===== src/rtl/spi_loader_pkg.sv =====
// Shared types and constants for the SPI image loader.
package spi_loader_pkg;

    // Frame protocol states
    typedef enum logic [2:0] {
        IDLE     = 3'd0,
        LOAD     = 3'd1,
        WAIT_END = 3'd2,
        COMPUTE  = 3'd3,
        READY    = 3'd4
    } loader_state_t;

    localparam logic [7:0] START_CMD = 8'h00;
    localparam logic [7:0] END_CMD   = 8'hFF;
    localparam logic [7:0] BUSY_BYTE = 8'hFF;

    localparam int NUM_PIXELS = 144;

    // Select the low or high pixel nibble of a received byte
    function automatic logic [3:0] pix_nibble(input logic [7:0] b, input logic hi);
        pix_nibble = hi ? b[7:4] : b[3:0];
    endfunction

endpackage


===== src/rtl/spi_image_loader_if.sv =====
// SPI pins plus pixel-write and classifier handshake of the image loader.
interface spi_image_loader_if;
    logic       SCK;
    logic       SS;
    logic       MOSI;
    logic       MISO;
    logic       pix_we;
    logic [7:0] pix_addr;
    logic [3:0] pix_data;
    logic       start;
    logic       result_valid;
    logic [3:0] result;
    logic       frame_err;

    modport master (
        output SCK, SS, MOSI, result_valid, result,
        input  MISO, pix_we, pix_addr, pix_data, start, frame_err
    );

    modport slave (
        input  SCK, SS, MOSI, result_valid, result,
        output MISO, pix_we, pix_addr, pix_data, start, frame_err
    );
endinterface


===== src/rtl/spi_edge_sync.sv =====
// Synchronizes the asynchronous SPI pins into the clk domain and detects
// SCK rise/fall and SS fall/rise. All outputs are registered and aligned:
// an edge on a pin shows up SYNC_STAGES+1 clk later.
module spi_edge_sync #(
    parameter int SYNC_STAGES = 2
) (
    input  logic clk,
    input  logic rst,
    input  logic sck,
    input  logic ss,
    input  logic mosi,
    output logic sck_rise,
    output logic sck_fall,
    output logic ss_fall,
    output logic ss_rise,
    output logic ss_level,
    output logic mosi_level
);

    logic [SYNC_STAGES-1:0] sck_sync_r;
    logic [SYNC_STAGES-1:0] ss_sync_r;
    logic [SYNC_STAGES-1:0] mosi_sync_r;

    logic sck_level_r;
    logic ss_level_r;
    logic mosi_level_r;
    logic sck_rise_r;
    logic sck_fall_r;
    logic ss_fall_r;
    logic ss_rise_r;

    // Metastability chains, reset to the idle bus levels
    always_ff @(posedge clk) begin
        if (rst) begin
            sck_sync_r  <= {SYNC_STAGES{1'b0}};
            ss_sync_r   <= {SYNC_STAGES{1'b1}};
            mosi_sync_r <= {SYNC_STAGES{1'b1}};
        end else begin
            sck_sync_r[0]  <= sck;
            ss_sync_r[0]   <= ss;
            mosi_sync_r[0] <= mosi;
            for (int i = 1; i < SYNC_STAGES; i++) begin
                sck_sync_r[i]  <= sck_sync_r[i-1];
                ss_sync_r[i]   <= ss_sync_r[i-1];
                mosi_sync_r[i] <= mosi_sync_r[i-1];
            end
        end
    end

    // Edge register: delayed levels double as the previous sample for edge detection
    always_ff @(posedge clk) begin
        if (rst) begin
            sck_level_r  <= 1'b0;
            ss_level_r   <= 1'b1;
            mosi_level_r <= 1'b1;
            sck_rise_r   <= 1'b0;
            sck_fall_r   <= 1'b0;
            ss_fall_r    <= 1'b0;
            ss_rise_r    <= 1'b0;
        end else begin
            sck_level_r  <= sck_sync_r[SYNC_STAGES-1];
            ss_level_r   <= ss_sync_r[SYNC_STAGES-1];
            mosi_level_r <= mosi_sync_r[SYNC_STAGES-1];
            sck_rise_r   <=  sck_sync_r[SYNC_STAGES-1] & ~sck_level_r;
            sck_fall_r   <= ~sck_sync_r[SYNC_STAGES-1] &  sck_level_r;
            ss_fall_r    <= ~ss_sync_r[SYNC_STAGES-1]  &  ss_level_r;
            ss_rise_r    <=  ss_sync_r[SYNC_STAGES-1]  & ~ss_level_r;
        end
    end

    assign sck_rise   = sck_rise_r;
    assign sck_fall   = sck_fall_r;
    assign ss_fall    = ss_fall_r;
    assign ss_rise    = ss_rise_r;
    assign ss_level   = ss_level_r;
    assign mosi_level = mosi_level_r;

endmodule


===== src/rtl/spi_image_loader.sv =====
// SPI slave that receives a framed 12x12x4-bit image, writes it pixel by
// pixel, launches the classifier and returns its result on the next read.
module spi_image_loader
    import spi_loader_pkg::*;
#(
    parameter int NUM_PIX_BYTES = 72,
    parameter int SYNC_STAGES   = 2
) (
    input  logic              clk,
    input  logic              rst,
    spi_image_loader_if.slave bus
);

    localparam logic [6:0] LAST_BYTE = 7'(NUM_PIX_BYTES - 1);

    logic sck_rise_s;
    logic sck_fall_s;
    logic ss_fall_s;
    logic ss_rise_s;
    logic ss_level_s;
    logic mosi_level_s;

    logic [7:0]    rx_shift_r;
    logic [2:0]    bit_cnt_r;
    logic          byte_done_r;

    loader_state_t state_r;
    loader_state_t state_next_s;
    logic [6:0]    byte_cnt_r;
    logic [6:0]    byte_cnt_next_s;
    logic [7:0]    tx_byte_r;
    logic [7:0]    tx_byte_next_s;
    logic          start_next_s;
    logic          frame_err_next_s;
    logic          pix_load_s;
    logic          start_r;
    logic          frame_err_r;

    logic          pix_we_r;
    logic [7:0]    pix_addr_r;
    logic [3:0]    pix_data_r;
    logic [7:0]    pix_byte_r;
    logic          pix_hi_pend_r;

    logic [7:0]    tx_shift_r;
    logic [7:0]    tx_shift_next_s;
    logic          miso_next_s;
    logic          miso_r;

    spi_edge_sync #(
        .SYNC_STAGES (SYNC_STAGES)
    ) u_edge_sync (
        .clk        (clk),
        .rst        (rst),
        .sck        (bus.SCK),
        .ss         (bus.SS),
        .mosi       (bus.MOSI),
        .sck_rise   (sck_rise_s),
        .sck_fall   (sck_fall_s),
        .ss_fall    (ss_fall_s),
        .ss_rise    (ss_rise_s),
        .ss_level   (ss_level_s),
        .mosi_level (mosi_level_s)
    );

    // Receive shifter: LSB first, so bits enter at the top and move right
    always_ff @(posedge clk) begin
        if (rst) begin
            rx_shift_r  <= 8'h00;
            bit_cnt_r   <= 3'd0;
            byte_done_r <= 1'b0;
        end else begin
            byte_done_r <= 1'b0;
            if (ss_rise_s) begin
                // a byte cut short by SS is dropped without notice
                bit_cnt_r <= 3'd0;
            end else if (sck_rise_s && !ss_level_s) begin
                rx_shift_r <= {mosi_level_s, rx_shift_r[7:1]};
                bit_cnt_r  <= bit_cnt_r + 3'd1;
                if (bit_cnt_r == 3'd7) begin
                    byte_done_r <= 1'b1;
                end
            end
        end
    end

    // Frame state machine: next state, byte counter, result latch, pulses
    always_comb begin
        state_next_s     = state_r;
        byte_cnt_next_s  = byte_cnt_r;
        tx_byte_next_s   = tx_byte_r;
        start_next_s     = 1'b0;
        frame_err_next_s = 1'b0;
        pix_load_s       = 1'b0;
        case (state_r)
            IDLE: begin
                if (byte_done_r && (rx_shift_r == START_CMD)) begin
                    state_next_s    = LOAD;
                    byte_cnt_next_s = 7'd0;
                end else begin
                    state_next_s = IDLE;
                end
            end
            LOAD: begin
                if (byte_done_r) begin
                    pix_load_s = 1'b1;
                    if (byte_cnt_r == LAST_BYTE) begin
                        state_next_s    = WAIT_END;
                        byte_cnt_next_s = 7'd0;
                    end else begin
                        byte_cnt_next_s = byte_cnt_r + 7'd1;
                    end
                end else begin
                    state_next_s = LOAD;
                end
            end
            WAIT_END: begin
                if (byte_done_r) begin
                    if (rx_shift_r == END_CMD) begin
                        state_next_s = COMPUTE;
                        start_next_s = 1'b1;
                    end else begin
                        state_next_s     = IDLE;
                        frame_err_next_s = 1'b1;
                    end
                end else begin
                    state_next_s = WAIT_END;
                end
            end
            COMPUTE: begin
                // a result arriving with a byte takes priority; the byte is dropped
                if (bus.result_valid) begin
                    tx_byte_next_s = {4'h0, bus.result};
                    state_next_s   = READY;
                end else begin
                    state_next_s = COMPUTE;
                end
            end
            READY: begin
                if (byte_done_r) begin
                    state_next_s = IDLE;
                end else begin
                    state_next_s = READY;
                end
            end
            default: begin
                state_next_s    = IDLE;
                byte_cnt_next_s = 7'd0;
            end
        endcase
    end

    // Frame state register and its registered pulse outputs
    always_ff @(posedge clk) begin
        if (rst) begin
            state_r     <= IDLE;
            byte_cnt_r  <= 7'd0;
            tx_byte_r   <= 8'h00;
            start_r     <= 1'b0;
            frame_err_r <= 1'b0;
        end else begin
            state_r     <= state_next_s;
            byte_cnt_r  <= byte_cnt_next_s;
            tx_byte_r   <= tx_byte_next_s;
            start_r     <= start_next_s;
            frame_err_r <= frame_err_next_s;
        end
    end

    // Pixel writer: each data byte becomes two writes, low nibble first
    always_ff @(posedge clk) begin
        if (rst) begin
            pix_we_r      <= 1'b0;
            pix_addr_r    <= 8'd0;
            pix_data_r    <= 4'd0;
            pix_byte_r    <= 8'h00;
            pix_hi_pend_r <= 1'b0;
        end else if (pix_load_s) begin
            pix_we_r      <= 1'b1;
            pix_addr_r    <= {byte_cnt_r, 1'b0};
            pix_data_r    <= pix_nibble(rx_shift_r, 1'b0);
            pix_byte_r    <= rx_shift_r;
            pix_hi_pend_r <= 1'b1;
        end else if (pix_hi_pend_r) begin
            pix_we_r      <= 1'b1;
            pix_addr_r    <= pix_addr_r + 8'd1;
            pix_data_r    <= pix_nibble(pix_byte_r, 1'b1);
            pix_hi_pend_r <= 1'b0;
        end else begin
            pix_we_r <= 1'b0;
        end
    end

    // Transmit shifter next value: load on SS fall, shift right on SCK fall
    always_comb begin
        tx_shift_next_s = tx_shift_r;
        if (ss_fall_s) begin
            tx_shift_next_s = (state_r == READY) ? tx_byte_r : BUSY_BYTE;
        end else if (sck_fall_s && !ss_level_s) begin
            tx_shift_next_s = {1'b1, tx_shift_r[7:1]};
        end else begin
            tx_shift_next_s = tx_shift_r;
        end
        if (ss_level_s) begin
            miso_next_s = 1'b1;
        end else begin
            miso_next_s = tx_shift_next_s[0];
        end
    end

    // Transmit shifter and registered MISO pin
    always_ff @(posedge clk) begin
        if (rst) begin
            tx_shift_r <= BUSY_BYTE;
            miso_r     <= 1'b1;
        end else begin
            tx_shift_r <= tx_shift_next_s;
            miso_r     <= miso_next_s;
        end
    end

    assign bus.MISO      = miso_r;
    assign bus.pix_we    = pix_we_r;
    assign bus.pix_addr  = pix_addr_r;
    assign bus.pix_data  = pix_data_r;
    assign bus.start     = start_r;
    assign bus.frame_err = frame_err_r;

endmodule


===== src/flat_wrapper.sv =====
// flat-port wrapper written by rule: the top's interface ports become plain ports
module spi_image_loader_flat import spi_loader_pkg::*;
#(
    parameter int NUM_PIX_BYTES = 72,
    parameter int SYNC_STAGES   = 2
)
  (clk, rst, bus_SCK, bus_SS, bus_MOSI, bus_result_valid, bus_result, bus_MISO, bus_pix_we, bus_pix_addr, bus_pix_data, bus_start, bus_frame_err);
  spi_image_loader_if bus_i ();
  input  logic clk;
  input  logic rst;
  input wire logic [$bits(bus_i.SCK)-1:0] bus_SCK;
  input wire logic [$bits(bus_i.SS)-1:0] bus_SS;
  input wire logic [$bits(bus_i.MOSI)-1:0] bus_MOSI;
  input wire logic [$bits(bus_i.result_valid)-1:0] bus_result_valid;
  input wire logic [$bits(bus_i.result)-1:0] bus_result;
  output wire logic [$bits(bus_i.MISO)-1:0] bus_MISO;
  output wire logic [$bits(bus_i.pix_we)-1:0] bus_pix_we;
  output wire logic [$bits(bus_i.pix_addr)-1:0] bus_pix_addr;
  output wire logic [$bits(bus_i.pix_data)-1:0] bus_pix_data;
  output wire logic [$bits(bus_i.start)-1:0] bus_start;
  output wire logic [$bits(bus_i.frame_err)-1:0] bus_frame_err;
  assign bus_i.SCK = bus_SCK;
  assign bus_i.SS = bus_SS;
  assign bus_i.MOSI = bus_MOSI;
  assign bus_i.result_valid = bus_result_valid;
  assign bus_i.result = bus_result;
  assign bus_MISO = bus_i.MISO;
  assign bus_pix_we = bus_i.pix_we;
  assign bus_pix_addr = bus_i.pix_addr;
  assign bus_pix_data = bus_i.pix_data;
  assign bus_start = bus_i.start;
  assign bus_frame_err = bus_i.frame_err;
  spi_image_loader #(.NUM_PIX_BYTES(NUM_PIX_BYTES), .SYNC_STAGES(SYNC_STAGES)) u_core (.clk(clk), .rst(rst), .bus(bus_i));
endmodule

===== config.mk =====
export PLATFORM = sky130hd
export DESIGN_NAME = spi_image_loader_flat
export DESIGN_NICKNAME = d
export VERILOG_FILES = /design/src/rtl/spi_loader_pkg.sv /design/src/rtl/spi_image_loader_if.sv /design/src/rtl/spi_edge_sync.sv /design/src/rtl/spi_image_loader.sv /design/src/flat_wrapper.sv
export SDC_FILE = /design/constraint.sdc
export NUM_CORES = 1
export LEC_CHECK = 0
export BUFFER_PORTS_ARGS = -buffer_cell sky130_fd_sc_hd__buf_2
export CAP_MARGIN = 10
export CORE_UTILIZATION = 25
export CTS_CLUSTER_DIAMETER = 60
export DETAILED_ROUTE_END_ITERATION = 10
export GPL_TIMING_DRIVEN = 0
export PLACE_DENSITY = 0.41
export REMOVE_ABC_BUFFERS = 1
export SYNTH_ARGS = -nofsm -noshare
export SYNTH_HDL_FRONTEND = slang
export SYNTH_SLANG_ARGS = --single-unit

===== constraint.sdc =====
create_clock -name clk -period 2.1 [get_ports clk]
set_input_delay 0.21 -clock clk [delete_from_list [all_inputs] [get_ports clk]]
set_output_delay 0.21 -clock clk [all_outputs]
set_load 0.02 [all_outputs]

# Word level (Yosys, flattened, before mapping)
# Cells that the tools add are included.
totals:
  ff_bits: 72
  elab_cells: 97
op_classes:
  n_reduce_logical: 17
  mux: 27
  bitwise: 13
  eq_ne: 10
  addsub: 3
op_table:
  columns: ["op", "count"]
  rows:
  - ["8-bit two-way mux", 5]
  - ["7-bit two-way mux", 3]
  - ["7-bit one-hot mux with 3 select lines", 1]
  - ["3-bit one-hot mux with 5 select lines", 1]
  - ["3-bit two-way mux", 4]
  - ["1-bit two-way mux", 9]
  - ["1-bit NOT", 9]
  - ["3-bit OR reduction", 3]
  - ["8-bit by 1-bit adder with 8-bit output, second input constant", 1]
  - ["8-bit equality test, second input constant", 1]
  - ["8-bit zero test", 1]
  - ["4-bit two-way mux", 2]
  - ["7-bit by 1-bit adder with 7-bit output, second input constant", 1]
  - ["7-bit equality test, second input constant", 1]
  - ["3-bit by 2-bit equality test with 1-bit output, second input constant", 2]
  - ["3-bit equality test, second input constant", 2]
  - ["2-bit OR reduction", 3]
  - ["1-bit AND", 4]
  - ["2-bit two-way mux", 2]
  - ["2-bit by 1-bit inequality test with 1-bit output, second input constant", 2]
  - ["2-bit AND reduction", 2]
  - ["2-bit nonzero test", 2]
  - ["3-bit by 1-bit adder with 3-bit output, second input constant", 1]
  - ["3-bit by 1-bit equality test with 1-bit output, second input constant", 1]
  - ["5 further kinds", 7]

# Logic depth before layout (Yosys ltp)
logic_depth:
  word_depth: 4
  depth_mapped: 6

# Hierarchy
# A second synthesis with hierarchy kept.
hier_totals:
  hier_cells: 290
  area_unflattened_um2: 2829.0
modules_own_cells:
  columns: ["mod", "n_inst", "area_each_um2", "seq_area_each_um2", "cells_per_inst"]
  rows:
  - ["spi_image_loader", 1, 2463.6, 1101.1, 263]
  - ["spi_edge_sync", 1, 365.4, 260.2, 27]

# Worst setup path before layout
# No wires, ideal clock.
synth_timing:
  kind: "reg-to-reg"
  from: "register u_core.state_r[2]"
  to: "register u_core.byte_cnt_r[3]"
  synth_period_minus_slack_ns: 1.462
  path_slack_ns: 0.638
  arrival_ns: 1.342
  n_path_buf: 1
  stages_incl_launch_ff: 6
  setup_time_ns: 0.120
  required_time_ns: 1.980
  path_cell_list: "dfxtp_1 > buf_6 > nor4_4 > nand4_2 > and3b_4 > a211o_1"
synth_via:
  elab_chain_cells: 4
synth_lines:
  columns: ["item", "line_no", "text"]
  rows:
  - ["from (decl)", "spi_image_loader.sv:27", "loader_state_t state_r;"]
  - ["from (signal assigned)", "spi_image_loader.sv:162", "state_r <= state_next_s;"]
  - ["3-bit by 2-bit equality test with 1-bit output or 3-bit equality test (tied branches)", "spi_image_loader.sv:95", "case (state_r)"]
  - ["3-bit OR reduction (no line)", null, null]
  - ["1-bit NOT (no line)", null, null]
  - ["3-bit AND reduction (no line)", null, null]
  - ["to (signal assigned)", "spi_image_loader.sv:163", "byte_cnt_r <= byte_cnt_next_s;"]
  - ["to (decl)", "spi_image_loader.sv:29", "logic [6:0] byte_cnt_r;"]
# Parallel ways exist; a longest one is shown, timed or not.
# A chain may end at the register's enable or synchronous reset.

# Final worst setup path
layout_timing:
  from: "register u_core.state_r[0]"
  to: "register u_core.byte_cnt_r[6]"
# The elaborated chain is that of the path after synthesis.

==> reports/results.ini <==
[logic_synthesis]
synth-async-reset-ratio = 0
synth_top_cells_by_area = dfxtp_1 48%, mux2i_1 8.8%, nor2_1 4.6%, a211oi_1 2.7%, nand2_1 2.7%
synth-edff-count = 0
synth.distinct_cells = 52
synth.avg_cell_area_um2 = 9.73
yosys_warnings = 0
yosysTopAreaCell = dfxtp_1
ys_seq_area_frac = 0.481
syn-instance-count = 291
ys.flop_type = dfxtp_1
synth_area_mm2 = 0.00283
ys_seq_elements = 68
yosys.area.top_type_share = 0.481

[worst_setup_path]
crit_path_max_fanout = 28
arrival_ns = 2.13
r2r_slack_ns = 0.24
slowest_delay_ns = 0.58
timing.rr.start = u_core.state_r[0]
path_cells = nand4bb_4 > a211o_1 > nor3_1 > a211o_1
r2r_cells = 4
cp_top_family = simple AND/OR/NAND/NOR gates
cp.required_ns = 2.38
reg2reg_to = u_core.byte_cnt_r[6]
critical_path_class = reg -> reg
end_kind = flip-flop
crit_buf_inv = 0
cp-start-kind = flip-flop
path_common_cell = a211o_1
slowest_stage = dfxtp_1

[timing]
max-slew-margin-rel = 0.305
setup_viol = 0
period_share = 0.884
max_freq_mhz = 539
period_needed_ns = 1.86
rsz0062_at_grt = false
slew_viol_final = 0
hold_viol = 0
skew_ns = 0.00509
whs_ns = 0.0591
layout_setup_ws_ns = 0.245
worstMarginPinSlew_ns = 1.04

[drt]
first_pass_iters = 4
routed_wl_um = 5810
final_antenna_net_count = 0
remaining_drc_errors = 0
via_count = 2092
routed_via_density = 4.61
dr.first_iter.drc_count = 58
wl_per_cell_um = 12.8

[clock_tree]
clk_pin_slew_worst_paths_ns = 0.05
htreeDepth = 3
cts_buffer_depth = 2
clk_latency_ns = 0.33
ctsHoldBuffers = 0
post-cts-setup-buffers = 0
numCtsBuffers = 9
cts_tree = done
clockRootBuffer = clkbuf_16
clock-sinks = 68

[global_route]
grt_pass1_vias = 2014
antenna_found_initial = 0
grt_pass1_wl_um = 9910
grt_remaining_overflow = 0
grt_max_degree = 57
track_usage = 0.111

[final_layout]
regArea_mm2 = 0.00136
layout_common_cells = 68 x dfxtp_1, 35 x nor2_1, 25 x mux2i_1, 25 x buf_2, 20 x nand2_1
multi_input_area_mm2 = 0.00140
drive_gt1_frac = 0.201
final_cell_area_mm2 = 0.00341
final_core_util = 0.311
layout.nets = 323
n_antenna_cell = 0
syn2layout_area_growth_pct = 20.3
n_fill_cell = 1177
final_common_cell = dfxtp_1

[placed_design]
hpwl_um = 3760
place_ws_ns = -0.525
port_buffers = 25
dpl_cell_area_mm2 = 0.00305
gp_congestion = 0.648

[outcome]
status = finished, final reports clean

[power_and_ir_drop]
p_leak_nw = 1.34
ir_drop_mv = 0.325
powerDensity_mw_per_mm2 = 896

[floorplan]
row_count = 38
start_util = 0.259
pin_count = 26
die_area_mm2 = 0.0118
die_w_um = 108
core_mm2 = 0.0109
fp.dieH_um = 108

[hold_path]
min_from = bus_SS
hold_depth = 2
hold_path_end = u_core.u_edge_sync.ss_sync_r[0]
hp-class = in -> reg

[job]
maxCapViolations = 0

## cells by family (layout without fill, tap and decap cells)
group | after synthesis | count (layout) | synth area share
buf+inv | 20 | 43 | 0.0318
mux | 28 | 28 | 0.100
xor+xnor | 6 | 6 | 0.0186
simple gates | 122 | 122 | 0.243
compound gates | 43 | 43 | 0.107
fa+ha+maj | 4 | 4 | 0.0177
flops | 68 | 68 | 0.481
## registers in the layout (all words and copies together) (netlist names), 2 cells and up
name                            count
u_core.bus.pix_addr                 8
u_core.rx_shift_r                   8
u_core.tx_shift_r                   8
u_core.byte_cnt_r                   7
u_core.bus.pix_data                 4
u_core.pix_byte_r                   4
u_core.tx_byte_r                    4
u_core.bit_cnt_r                    3
u_core.state_r                      3
u_core.u_edge_sync.mosi_sync_r      2
u_core.u_edge_sync.sck_sync_r       2
u_core.u_edge_sync.ss_sync_r        2
## cell usage after synthesis (all sizes together) (4+ instances only)
cell type and number:
a211oi 10, mux2i 25, ha 4, nor2b 12
nand3 4, xor2 4, or2 7, and3 6
dfxtp 68, clkbuf 8, a211o 4, nand2 20
nand4 6, o21ai 9, buf 10, nor2 35
a21oi 9, nor3 9
## what timing repair did
item,in CTS,in global routing
setup endpoints to repair,22,8
gates resized for setup,2,1
endpoints found under the hold margin,0,0
## cell type report
| type | count | share of cell area |
|---|---|---|
| clock buffer | 13 | 0.0794 |
| clock inverter | 3 | 0.0198 |
| inverter | 2 | 0.00220 |
| sequential | 68 | 0.400 |
| multi-input combinational | 203 | 0.411 |
| tap | 140 | 0.0514 |
| timing repair buffer | 25 | 0.0367 |
## metrics by stage
step	power [mW]	cells	TNS [ns]
after detailed placement	1.39	438	-3.72
after global placement	1.39	438	-3.94
after global routing	3.17	454	0
final	3.05	454	0
after CTS	3.10	454	0
after floorplan	1.36	273	0
## power breakdown
group | switching (mW) | total (mW) | leakage, nW | internal (mW)
clock network | 0.553 | 1.69 | 0.162 | 1.14
logic | 0.0289 | 0.0507 | 0.625 | 0.0218
registers | 0.00768 | 1.31 | 0.550 | 1.30
## worst max path at each step
| stage | start | endpoint | slack (ns) | cells past startpoint |
|---|---|---|---|---|
| 5_1_grt | u_core.state_r[2] | u_core.byte_cnt_r[6] | 0.07 | 4 |
| 4_1_cts | u_core.u_edge_sync.ss_level | u_core.rx_shift_r[5] | 0.06 | 4 |
| 6_report | u_core.state_r[0] | u_core.byte_cnt_r[6] | 0.24 | 4 |
| 2_1_floorplan | u_core.state_r[2] | u_core.byte_cnt_r[6] | 0.13 | 4 |
| 3_3_place_gp | u_core.state_r[2] | u_core.byte_cnt_r[6] | -0.53 | 4 |
| 3_5_place_dp | u_core.state_r[2] | u_core.byte_cnt_r[6] | -0.53 | 4 |
## routing by layer
metal / wire, µm / part of all wire / GRT usage
met1: 2970 / 0.51 / 0.144
met2: 2530 / 0.44 / 0.165
met3: 141 / 0.024 / 0.0223
met4: 169 / 0.029 / 0.0753
met5: 0 / 0 / 0
No activity file was read; power rests on OpenSTA's default activity.
